`config.mk`:
```
export PLATFORM = sky130hd
export DESIGN_NAME = bcd_cascade_counter_flat
export DESIGN_NICKNAME = d
export VERILOG_FILES = /design/src/rtl/bcd_cascade_counter_if.sv /design/src/rtl/bcd_cascade_counter.sv /design/src/flat_wrapper.sv
export SDC_FILE = /design/constraint.sdc
export NUM_CORES = 1
export LEC_CHECK = 0
export ABC_AREA = 1
export ABC_CLOCK_PERIOD_IN_PS = 1600
export CORE_AREA = 2 2 81 83
export CTS_BUF_LIST = sky130_fd_sc_hd__clkbuf_16
export DETAILED_ROUTE_END_ITERATION = 16
export DIE_AREA = 0 0 83 85
export HOLD_SLACK_MARGIN = 0.08
export SYNTH_ARGS = -nofsm -noshare
export SYNTH_HDL_FRONTEND = slang
export SYNTH_SLANG_ARGS = --single-unit
```
`constraint.sdc`:
```
create_clock -name CP -period 1.6 [get_ports CP]
set_clock_uncertainty 0.05 [all_clocks]
set_input_delay 0.16 -clock CP [delete_from_list [all_inputs] [get_ports CP]]
set_output_delay 0.16 -clock CP [all_outputs]
set_load 0.03 [all_outputs]
```
`src/rtl/bcd_cascade_counter_if.sv`:
```
// bcd_cascade_counter_if: control, data and status bundle of the cascade counter
// master drives R0, R9, LD_n, D, EN, UP and observes Q, CO; slave is the counter side
interface bcd_cascade_counter_if #(
    parameter int DIGITS = 4
);
    logic                r0;
    logic                r9;
    logic                ld_n;
    logic                en;
    logic                up;
    logic [4*DIGITS-1:0] d;
    logic [4*DIGITS-1:0] q;
    logic                co;
    modport master (output r0, r9, ld_n, en, up, d, input q, co);
    modport slave (input r0, r9, ld_n, en, up, d, output q, co);
endinterface

```
`src/rtl/bcd_cascade_counter.sv`:
```
// bcd_cascade_counter: DIGITS-stage synchronous modulo-MOD up/down counter with load, R0/R9 and cascade carry
// CP rising-edge clock, CR_n async active-low clear; bus carries r0, r9, ld_n, d, en, up in and q, co out
module bcd_cascade_counter #(
    parameter int DIGITS = 4,
    parameter int MOD    = 10
) (
    input logic                  CP,
    input logic                  CR_n,
    bcd_cascade_counter_if.slave bus
);
    localparam logic [3:0] MAX = 4'(MOD - 1);
    logic [4*DIGITS-1:0] q_q, q_d;
    logic [3:0]          dig, ld;
    logic                up_c, dn_c;
    // up_c/dn_c accumulate "all lower digits at MAX / at 0", which is each digit's step enable
    always_comb begin
        q_d  = q_q;
        up_c = 1'b1;
        dn_c = 1'b1;
        dig  = '0;
        ld   = '0;
        for (int k = 0; k < DIGITS; k++) begin
            dig = q_q[4*k +: 4];
            ld  = bus.d[4*k +: 4];
            if (bus.r9)
                q_d[4*k +: 4] = MAX;
            else if (bus.r0)
                q_d[4*k +: 4] = '0;
            else if (!bus.ld_n)
                q_d[4*k +: 4] = ld > MAX ? MAX : ld;
            else if (bus.en && bus.up && up_c)
                q_d[4*k +: 4] = dig == MAX ? 4'd0 : dig + 4'd1;
            else if (bus.en && !bus.up && dn_c)
                q_d[4*k +: 4] = dig == 4'd0 ? MAX : dig - 4'd1;
            up_c = up_c & (dig == MAX);
            dn_c = dn_c & (dig == 4'd0);
        end
    end
    always_ff @(posedge CP or negedge CR_n) begin
        if (!CR_n)
            q_q <= '0;
        else
            q_q <= q_d;
    end
    assign bus.q  = q_q;
    assign bus.co = bus.en & (bus.up ? up_c : dn_c);
endmodule

```
`src/flat_wrapper.sv`:
```
// flat-port wrapper written by rule: the top's interface ports become plain ports
module bcd_cascade_counter_flat 
#(
    parameter int DIGITS = 4,
    parameter int MOD    = 10
)
  (CP, CR_n, bus_r0, bus_r9, bus_ld_n, bus_en, bus_up, bus_d, bus_q, bus_co);
  bcd_cascade_counter_if #(.DIGITS(DIGITS)) bus_i ();
  input logic CP;
  input logic CR_n;
  input wire logic [$bits(bus_i.r0)-1:0] bus_r0;
  input wire logic [$bits(bus_i.r9)-1:0] bus_r9;
  input wire logic [$bits(bus_i.ld_n)-1:0] bus_ld_n;
  input wire logic [$bits(bus_i.en)-1:0] bus_en;
  input wire logic [$bits(bus_i.up)-1:0] bus_up;
  input wire logic [$bits(bus_i.d)-1:0] bus_d;
  output wire logic [$bits(bus_i.q)-1:0] bus_q;
  output wire logic [$bits(bus_i.co)-1:0] bus_co;
  assign bus_i.r0 = bus_r0;
  assign bus_i.r9 = bus_r9;
  assign bus_i.ld_n = bus_ld_n;
  assign bus_i.en = bus_en;
  assign bus_i.up = bus_up;
  assign bus_i.d = bus_d;
  assign bus_q = bus_i.q;
  assign bus_co = bus_i.co;
  bcd_cascade_counter #(.DIGITS(DIGITS), .MOD(MOD)) u_core (.CP(CP), .CR_n(CR_n), .bus(bus_i));
endmodule
```
==> results of run 1 <==
worst reg2reg max path: stages, from the launching register on:
cell and delay [ps]:
dfrtp_2 420, inv_4 90, ha_4 150, buf_6 100
nand2_4 50, nor2_4 190, buf_6 150, nand2_8 70
o21ai_2 70, nand2_1 80, a21o_1 160, o21ai_1 110
area by class of cell:
cell class,instances,share of cell area
clock buffer,3,0.0251
clock inverter,1,0.00125
inverter,39,0.0505
multi-input combinational,227,0.494
sequential,16,0.137
tap,77,0.0322
timing repair buffer,91,0.261
cells in the mapped netlist:
cell      number  area share
nor2_4         5       0.031
a21oi_2        1      0.0048
ha_1          14       0.096
nand3_2        5       0.028
inv_1         30       0.062
or2_2          1      0.0034
inv_2          7       0.014
o211ai_1       4       0.017
nand2_4        1      0.0062
buf_2          3      0.0083
buf_6          1      0.0062
o21ai_1        3      0.0083
a31oi_1        2      0.0069
o21ai_0       26       0.072
nand4_1        6       0.021
a21o_1         1      0.0041
xnor2_1        1      0.0048
nand3_4        2       0.019
clkinv_1       2      0.0041
buf_4          1      0.0041
o22ai_1        1      0.0034
nor2_2         3       0.010
dfrtp_1       16        0.22
nor2_1        27       0.056
a21oi_1       17       0.047
nand2_1       75        0.15
nand2_2        2      0.0069
nand3_1       28       0.077
xor2_1         1      0.0048
where the power goes:
group | internal (mW) | switching, mW
logic | 0.412 | 0.504
registers | 0.441 | 0.0578
clock network | 0.332 | 0.164
per-layer routing:
metal	routed length [um]	vias up	global-route usage
met1	2600	989	0.220
met5	0	-	0
met4	16	0	0.0253
met2	2760	53	0.272
li1	-	1128	-
met3	301	2	0.0272
kinds of logic (layout without fill, tap and decap cells):
group,count (synthesis),count (layout),share of synthesized area
flops,16,16,0.220
xor+xnor,2,2,0.00963
buf+inv,44,134,0.0990
fa+ha+maj,14,14,0.0963
compound gates,55,55,0.162
simple gates,155,156,0.413
how the worst min path moves through the flow:
stage               depth (start not counted)  slack (ps)              end
detailed placement                          2         460  u_core.bus.q[2]
floorplan                                   0        -190  u_core.bus.q[0]
global route                                2         210  u_core.bus.q[2]
CTS                                         2         210  u_core.bus.q[2]
finish                                      2         200  u_core.bus.q[0]
global placement                            2         460  u_core.bus.q[2]
per-stage QoR:
| step | hold WS [ps] | total power [mW] | utilization |
|---|---|---|---|
| after global routing | 214 | 2.03 | 0.483 |
| after global placement | 463 | 1.28 | 0.418 |
| after floorplan | -186 | 0.964 | - |
| final | 196 | 1.91 | 0.483 |
| after detailed placement | 459 | 1.28 | 0.418 |
| after CTS | 207 | 1.84 | 0.457 |
cells in the final DEF, fill, tap and decap left out, drive strengths merged, types with 2 or more instances in the layout:
cell,count
clkbuf,3
nor2,35
a21oi,18
dlygate4sd2,14
nand3,36
clkinv,2
o211ai,4
o21ai,29
clkdlybuf4s50,22
dfrtp,16
nand2,78
inv,38
ha,14
buf,53
nand4,6
dlymetal6s2s,2
a31oi,2
timing repair:
action	4_1_cts	5_1_grt
resized for setup	44	32
cloned	1	0
endpoints found under the hold margin	0	0
hold buffers	0	0
buffers inserted	8	8
endpoints found under the setup margin	25	17
pin swaps	15	18
==> results_dict.tcl, run 1 <==
set metrics [dict create \
    coreArea_um2 6200 \
    post-route-min-period_ps 1760 \
    final_cells 454 \
    ir_drop_mv 0.354 \
    crit_family "flip-flops" \
    drtAntennaViolNets 0 \
    rows 29 \
    setup_viol 12 \
    design.die.area_um2 7060 \
    ys_seq_area_frac 0.220 \
    yosysWarnings 0 \
    layout.area.seq_um2 410 \
    start_util 0.293 \
    dp.cells 433 \
    dr.pass1.iters 4 \
    antenna_cells 0 \
    drv_cap 0 \
    cts_buffer_depth 2 \
    crit_buf_inv 2 \
    multiInputGateArea_um2 1480 \
    slew_viol_final 0 \
    die_w_um 83 \
    critPathRequiredTime_ps 1390 \
    cts_tree "built" \
    reg2reg_slack_ps -150 \
    power_density_nw_per_um2 637 \
    cpMostUsedCell "nand3_4" \
    clock.fmax_mhz 567 \
    r2r_cells 11 \
    start_kind "register" \
    cp.depth 7 \
    grt_pass1_wl_um 9370 \
    synth.distinct_cells 29 \
    cp_max_fo 3 \
    htree_num_levels 1 \
    rr_startpoint "u_core.bus.q[1]" \
    drtIter0Drc 141 \
    p_leak_nw 1.43 \
    syn_nets 323 \
    worstSkewPairLatency_ps 250 \
    failed_checks "negative setup slack" \
    io_pins 40 \
    arrival_ps 1550 \
    io_buffers 39 \
    grt_max_degree 17 \
    drc_errors 0 \
    status "finished with violations" \
    drive_gt1_frac 0.342 \
    clkSinkCount 16 \
    crit_path_end_kind "output port" \
    tightest_slew_ps 323 \
    cts_buffers 3 \
    fin_ws_ps -163 \
    grt_use_total 0.161 \
    dp_hpwl_um 4280 \
    viasPerCell 4.78 \
    crit_path_start "u_core.bus.q[1]" \
    postSynthCellCount 286 \
    hp-class "input port to asynchronous set/reset pin" \
    slew_headroom 0.785 \
    wl_per_cell_um 12.5 \
    fin_crit_sh 1.10 \
    dp_slack_ps -82.3 \
    crit_type "register to output port" \
    cpMaxStageDelayCell "dfrtp_2" \
    antenna_found_initial 0 \
    synth_area_per_cell_um2 6.36 \
    fin_nets 415 \
    post-route-cell-area_um2 3000 \
    crit_path_cell_trace "inv_4 -> ha_4 -> nand3_4 -> nor2_4 -> nand3_4 -> o22ai_4 -> buf_6" \
    fillers 637 \
    clockRootBuffer "clkbuf_16" \
    fin_tns_setup_ps -1290 \
    critical-path-max-stage-delay_ps 420 \
    rsz0062_at_grt "true" \
    placed_cell_area_um2 2590 \
    grt_overflow 0 \
    regToRegEndpoint "u_core.bus.q[5]" \
    hold_viol 0 \
    gp_congestion 0.923 \
    grt_pass1_vias 1982 \
    vias 2172 \
    largest_reg_flops 16 \
    die_h_um 85 \
    ys_seq_elements 16 \
    area_growth_pct 64.7 \
    clk_pin_slew_ps 50 \
    worstSetupEndpoint "bus_co" \
    drt_wl_total_um 5680 \
    syn-cell-area_um2 1820 \
]
(Power assumes the default switching activity.)
==> run 2: changes to the inputs <==
--- a/config.mk
+++ b/config.mk
@@ -7,11 +7,11 @@
 export LEC_CHECK = 0
 export ABC_AREA = 1
 export ABC_CLOCK_PERIOD_IN_PS = 1600
-export CORE_AREA = 2 2 81 83
+export CORE_AREA = 5 5 84 86
 export CTS_BUF_LIST = sky130_fd_sc_hd__clkbuf_16
 export DETAILED_ROUTE_END_ITERATION = 16
-export DIE_AREA = 0 0 83 85
-export HOLD_SLACK_MARGIN = 0.08
+export DIE_AREA = 0 0 89 91
+export HOLD_SLACK_MARGIN = 0.15
 export SYNTH_ARGS = -nofsm -noshare
 export SYNTH_HDL_FRONTEND = slang
 export SYNTH_SLANG_ARGS = --single-unit
==> results_dict.tcl, run 2 (synthesized netlist as in run 1, its figures left out) <==
set metrics [dict create \
    status "finished with violations" \
    failed_checks "negative setup slack" \
    io_pins 40 \
    drtIter0Drc 154 \
    arrival_ps 1880 \
    fin_nets 417 \
    hold_viol 0 \
    regToRegEndpoint "u_core.bus.q[10]" \
    drtAntennaViolNets 0 \
    utilization 0.484 \
    critPathRequiredTime_ps 1740 \
    htree_num_levels 1 \
    rsz0062_at_grt "true" \
    cp_max_fo 5 \
    clkSinkCount 16 \
    dr.pass1.iters 4 \
    tightest_slew_ps 332 \
    grt_overflow 0 \
    final_cell_mix "nand2_1 (66), buf_4 (53), nor2_1 (26), nand3_1 (23)" \
    fin_crit_sh 1.09 \
    cts_buffers 3 \
    reg2reg_slack_ps -150 \
    clk_pin_slew_ps 60 \
    crit_type "register to register" \
    grt_max_degree 17 \
    top_layer_used "met4" \
    setup_viol 12 \
    power_density_nw_per_um2 643 \
    wirelength_met1_um 2670 \
    final_common_cell "nand2_1" \
    grt_pass1_wl_um 9850 \
    design.die.area_um2 8100 \
    grt_pass1_vias 2175 \
    drv_cap 0 \
    dp_slack_ps -24.6 \
    cts_tree "built" \
    area_growth_pct 65.1 \
    ir_drop_mv 0.475 \
    slew_viol_final 0 \
    p_leak_nw 1.43 \
    largest_reg_flops 16 \
    wl_per_cell_um 13.3 \
    hp-class "input port to asynchronous set/reset pin" \
    cts_hold_buf 0 \
    io_buffers 39 \
    vias 2216 \
    rr_startpoint "u_core.bus.q[1]" \
    start_kind "register" \
    wl_met2_um 2930 \
    fin_ws_ps -148 \
    start_util 0.293 \
    drc_errors 0 \
    drt_wl_total_um 6040 \
    cts_buffer_depth 2 \
    drive_gt1_frac 0.338 \
    post-route-min-period_ps 1750 \
    die_w_um 89 \
    die_h_um 91 \
    antenna_found_initial 0 \
    slew_headroom 0.777 \
    worstSkewPairLatency_ps 250 \
    rows 29 \
    r2r_cells 10 \
    viasPerCell 4.86 \
    grt_use_total 0.147 \
    crit_path_end_kind "register" \
    gp_congestion 0.889 \
    dp_hpwl_um 4390 \
    coreArea_um2 6200 \
    clock.fmax_mhz 572 \
    antenna_cells 0 \
    clockRootBuffer "clkbuf_16" \
    wl_met3_um 383 \
]
-- run 2: stage by stage --
stage                     hold slack, ps  total power, mW  instance area [um^2]  setup TNS (ps)  cells
after global routing                 234             2.05                  3000           -2180    456
after detailed placement             465             1.28                  2600            -124    434
after CTS                            201             1.86                  2860            -244    452
after floorplan                     -186            0.964                  1870           -3.09    286
final                                195             1.93                  3000            -899    456
after global placement               461             1.28                  2600           -85.8    434
-- run 2: per-layer routing --
layer	global-route usage	vias up
li1	-	1128
met1	0.202	1013
met3	0.0208	6
met4	0.0248	0
met5	0	-
met2	0.246	69
-- run 2: worst max-delay path by stage --
stage,startpoint,endpoint,depth (start not counted)
after floorplan,u_core.bus.q[1],bus_co,6
after global placement,u_core.bus.q[0],u_core.bus.q[1],8
after detailed placement,bus_en,bus_co,6
after CTS,u_core.bus.q[9],bus_co,7
after global routing,u_core.bus.q[1],u_core.bus.q[1],10
final,u_core.bus.q[1],u_core.bus.q[10],10
-- run 2: worst max-delay path, stage by stage (launching register included) --
cell and delay [ps]:
dfrtp_2 420, inv_4 80, ha_4 140, nand2_2 80, nor2_4 250, nand3_4 180
o21ai_1 110, inv_1 70, o21ai_1 140, nand2_1 90, nand2_1 60
-- run 2: power by group --
| group | leakage [nW] | internal (mW) | switching [mW] |
|---|---|---|---|
| clock | 0.0385 | 0.333 | 0.181 |
| combinational | 1.21 | 0.411 | 0.508 |
| sequential | 0.187 | 0.441 | 0.0573 |
| total | 1.43 | 1.18 | 0.747 |
-- run 2: cell type report --
cell class | count | area [um^2]
fill | 601 | 3200
multi-input combinational | 227 | 1480
timing repair buffer | 93 | 788
sequential | 16 | 410
inverter | 39 | 154
tap | 77 | 96.3
clock buffer | 3 | 75.1
clock inverter | 1 | 3.75
-- run 2: what timing repair did --
| action | in CTS | in global routing |
|---|---|---|
| cloned | 1 | 0 |
| setup buffers | 13 | 4 |
| endpoints found under the setup margin | 19 | 18 |
| pin swaps | 10 | 16 |
| resized for setup | 38 | 34 |
==> run 3: changes to the inputs <==
--- a/config.mk
+++ b/config.mk
@@ -7,11 +7,12 @@
 export LEC_CHECK = 0
 export ABC_AREA = 1
 export ABC_CLOCK_PERIOD_IN_PS = 1600
-export CORE_AREA = 5 5 84 86
+export CORE_AREA = 5 5 69 71
 export CTS_BUF_LIST = sky130_fd_sc_hd__clkbuf_16
 export DETAILED_ROUTE_END_ITERATION = 16
-export DIE_AREA = 0 0 89 91
+export DIE_AREA = 0 0 74 76
 export HOLD_SLACK_MARGIN = 0.15
+export PLACE_DENSITY = 0.75
 export SYNTH_ARGS = -nofsm -noshare
 export SYNTH_HDL_FRONTEND = slang
 export SYNTH_SLANG_ARGS = --single-unit
==> results_dict.tcl, run 3 (synthesized netlist as in run 1, its figures left out) <==
set metrics [dict create \
    critPathRequiredTime_ps 1390 \
    ir_drop_mv 0.460 \
    fillers 361 \
    crit_family "flip-flops" \
    crit_buf_inv 2 \
    power.total_mw 1.91 \
    cpMaxStageDelayCell "dfrtp_2" \
    power_density_nw_per_um2 666 \
    combPwrFrac 0.472 \
    clk_pin_slew_ps 60 \
    p_switching_mw 0.738 \
    slew_headroom 0.795 \
    antenna_cells 0 \
    clock.fmax_mhz 568 \
    worstSetupEndpoint "bus_co" \
    final_common_cell "nand2_1" \
    viasPerCell 5.19 \
    clock_power_share 0.272 \
    coreArea_um2 4170 \
    worstSkewPairLatency_ps 250 \
    regToRegEndpoint "u_core.bus.q[15]" \
    hp-class "input port to asynchronous set/reset pin" \
    antenna_found_initial 0 \
    arrival_ps 1550 \
    drtIter0Drc 138 \
    status "finished with violations" \
    critical-path-max-stage-delay_ps 440 \
    rr_startpoint "u_core.bus.q[0]" \
    grt_overflow 0 \
    post-route-cell-area_um2 2870 \
    cts_buffers 3 \
    drc_errors 0 \
    crit_path_start "u_core.bus.q[0]" \
    cp_max_fo 3 \
    cts_buffer_depth 2 \
    drt_wl_total_um 5820 \
    switching_share 0.387 \
    rows 24 \
    design.die.area_um2 5620 \
    io_buffers 39 \
    fin_tns_setup_ps -666 \
    grt_use_total 0.209 \
    intPower_mw 1.17 \
    reg2reg_slack_ps -80 \
    crit_type "register to output port" \
    grt_max_degree 17 \
    crit_path_cell_trace "inv_2 -> ha_4 -> nand3_4 -> nor2_4 -> nand3_2 -> o22ai_4 -> buf_6" \
    p_leak_nw 1.39 \
    post-route-min-period_ps 1760 \
    drtAntennaViolNets 0 \
    vias 2211 \
    failed_checks "negative setup slack" \
    grt_pass1_vias 2153 \
    drv_cap 0 \
    fin_nets 412 \
    hold_viol 0 \
    cp.depth 7 \
    die_w_um 74 \
    grt_pass1_wl_um 9520 \
    dp_hpwl_um 4130 \
    area_growth_pct 57.5 \
    crit_path_end_kind "output port" \
    io_pins 40 \
    setup_viol 13 \
    clockRootBuffer "clkbuf_16" \
    gp_congestion 0.901 \
    r2r_cells 10 \
    rsz0062_at_grt "true" \
    clkSinkCount 16 \
    placed_cell_area_um2 2560 \
    fin_crit_sh 1.10 \
    start_util 0.436 \
    htree_num_levels 1 \
    seqPwrFrac 0.256 \
    dr.pass1.iters 5 \
    final_cell_mix "nand2_1 (70), buf_4 (47), nor2_1 (26), nand3_1 (25)" \
    wl_per_cell_um 13.7 \
    cts_tree "built" \
    largest_reg_flops 16 \
    start_kind "register" \
    tightest_slew_ps 307 \
    drive_gt1_frac 0.305 \
    fin_ws_ps -161 \
    die_h_um 76 \
    slew_viol_final 0 \
]
-- run 3: changes by cell type in the layout (fill, tap and decap cells not counted), moves of 2 or more --
cell / before / now
inv_4: 3 / 1
nand3_4: 9 / 5
nand2_1: 66 / 70
buf_4: 53 / 47
dlymetal6s2s_1: 2 / 0
o21ai_1: 12 / 10
nand2_2: 10 / 5
ha_4: 6 / 4
ha_1: 8 / 10
nand3_1: 23 / 25
nand3_2: 4 / 6
-- run 3: layout make-up --
| cell class | instances | area, um^2 | share of cell area |
|---|---|---|---|
| tap | 52 | 65.1 | 0.0227 |
| sequential | 16 | 410 | 0.143 |
| multi-input combinational | 227 | 1410 | 0.490 |
| inverter | 39 | 149 | 0.0520 |
| timing repair buffer | 88 | 757 | 0.264 |
| clock buffer | 3 | 75.1 | 0.0262 |
| clock inverter | 1 | 3.75 | 0.00131 |
-- run 3: worst min path at each step --
stage                  endpoint
2_1_floorplan   u_core.bus.q[0]
3_3_place_gp   u_core.bus.q[14]
3_5_place_dp   u_core.bus.q[14]
4_1_cts        u_core.bus.q[14]
5_1_grt        u_core.bus.q[13]
6_report       u_core.bus.q[14]
-- run 3: per-stage QoR --
step | util | hold WS [ps] | setup slack [ps] | instances
after floorplan | - | -186 | -3.09 | 286
after CTS | 0.663 | 204 | -155 | 423
after global routing | 0.686 | 222 | -223 | 426
after detailed placement | 0.614 | 467 | -59.0 | 408
final | 0.686 | 200 | -161 | 426
after global placement | 0.614 | 461 | -1.34 | 408
-- run 3: layer usage --
metal | global-route usage | share of wire | vias up
met1 | 0.266 | 0.42 | 1011
li1 | - | - | 1119
met4 | 0.0670 | 0.020 | 0
met2 | 0.355 | 0.50 | 67
met5 | 0 | 0 | -
met3 | 0.0264 | 0.053 | 14
-- run 3: power groups by stage --
stage | Sequential, mW | Clock [mW] | Combinational, mW
final | 0.489 | 0.519 | 0.900
after global routing | 0.494 | 0.550 | 0.984
after CTS | 0.491 | 0.522 | 0.833
after detailed placement | 0.499 | 0 | 0.771
after global placement | 0.498 | 0 | 0.759
after floorplan | 0.556 | 0 | 0.408
-- run 3: repair_timing --
action,CTS,global route
gates cloned,1,0
hold buffers,0,0
gates resized for setup,31,23
pin swaps,9,9
setup buffers,10,3
endpoints found under the setup margin,20,15
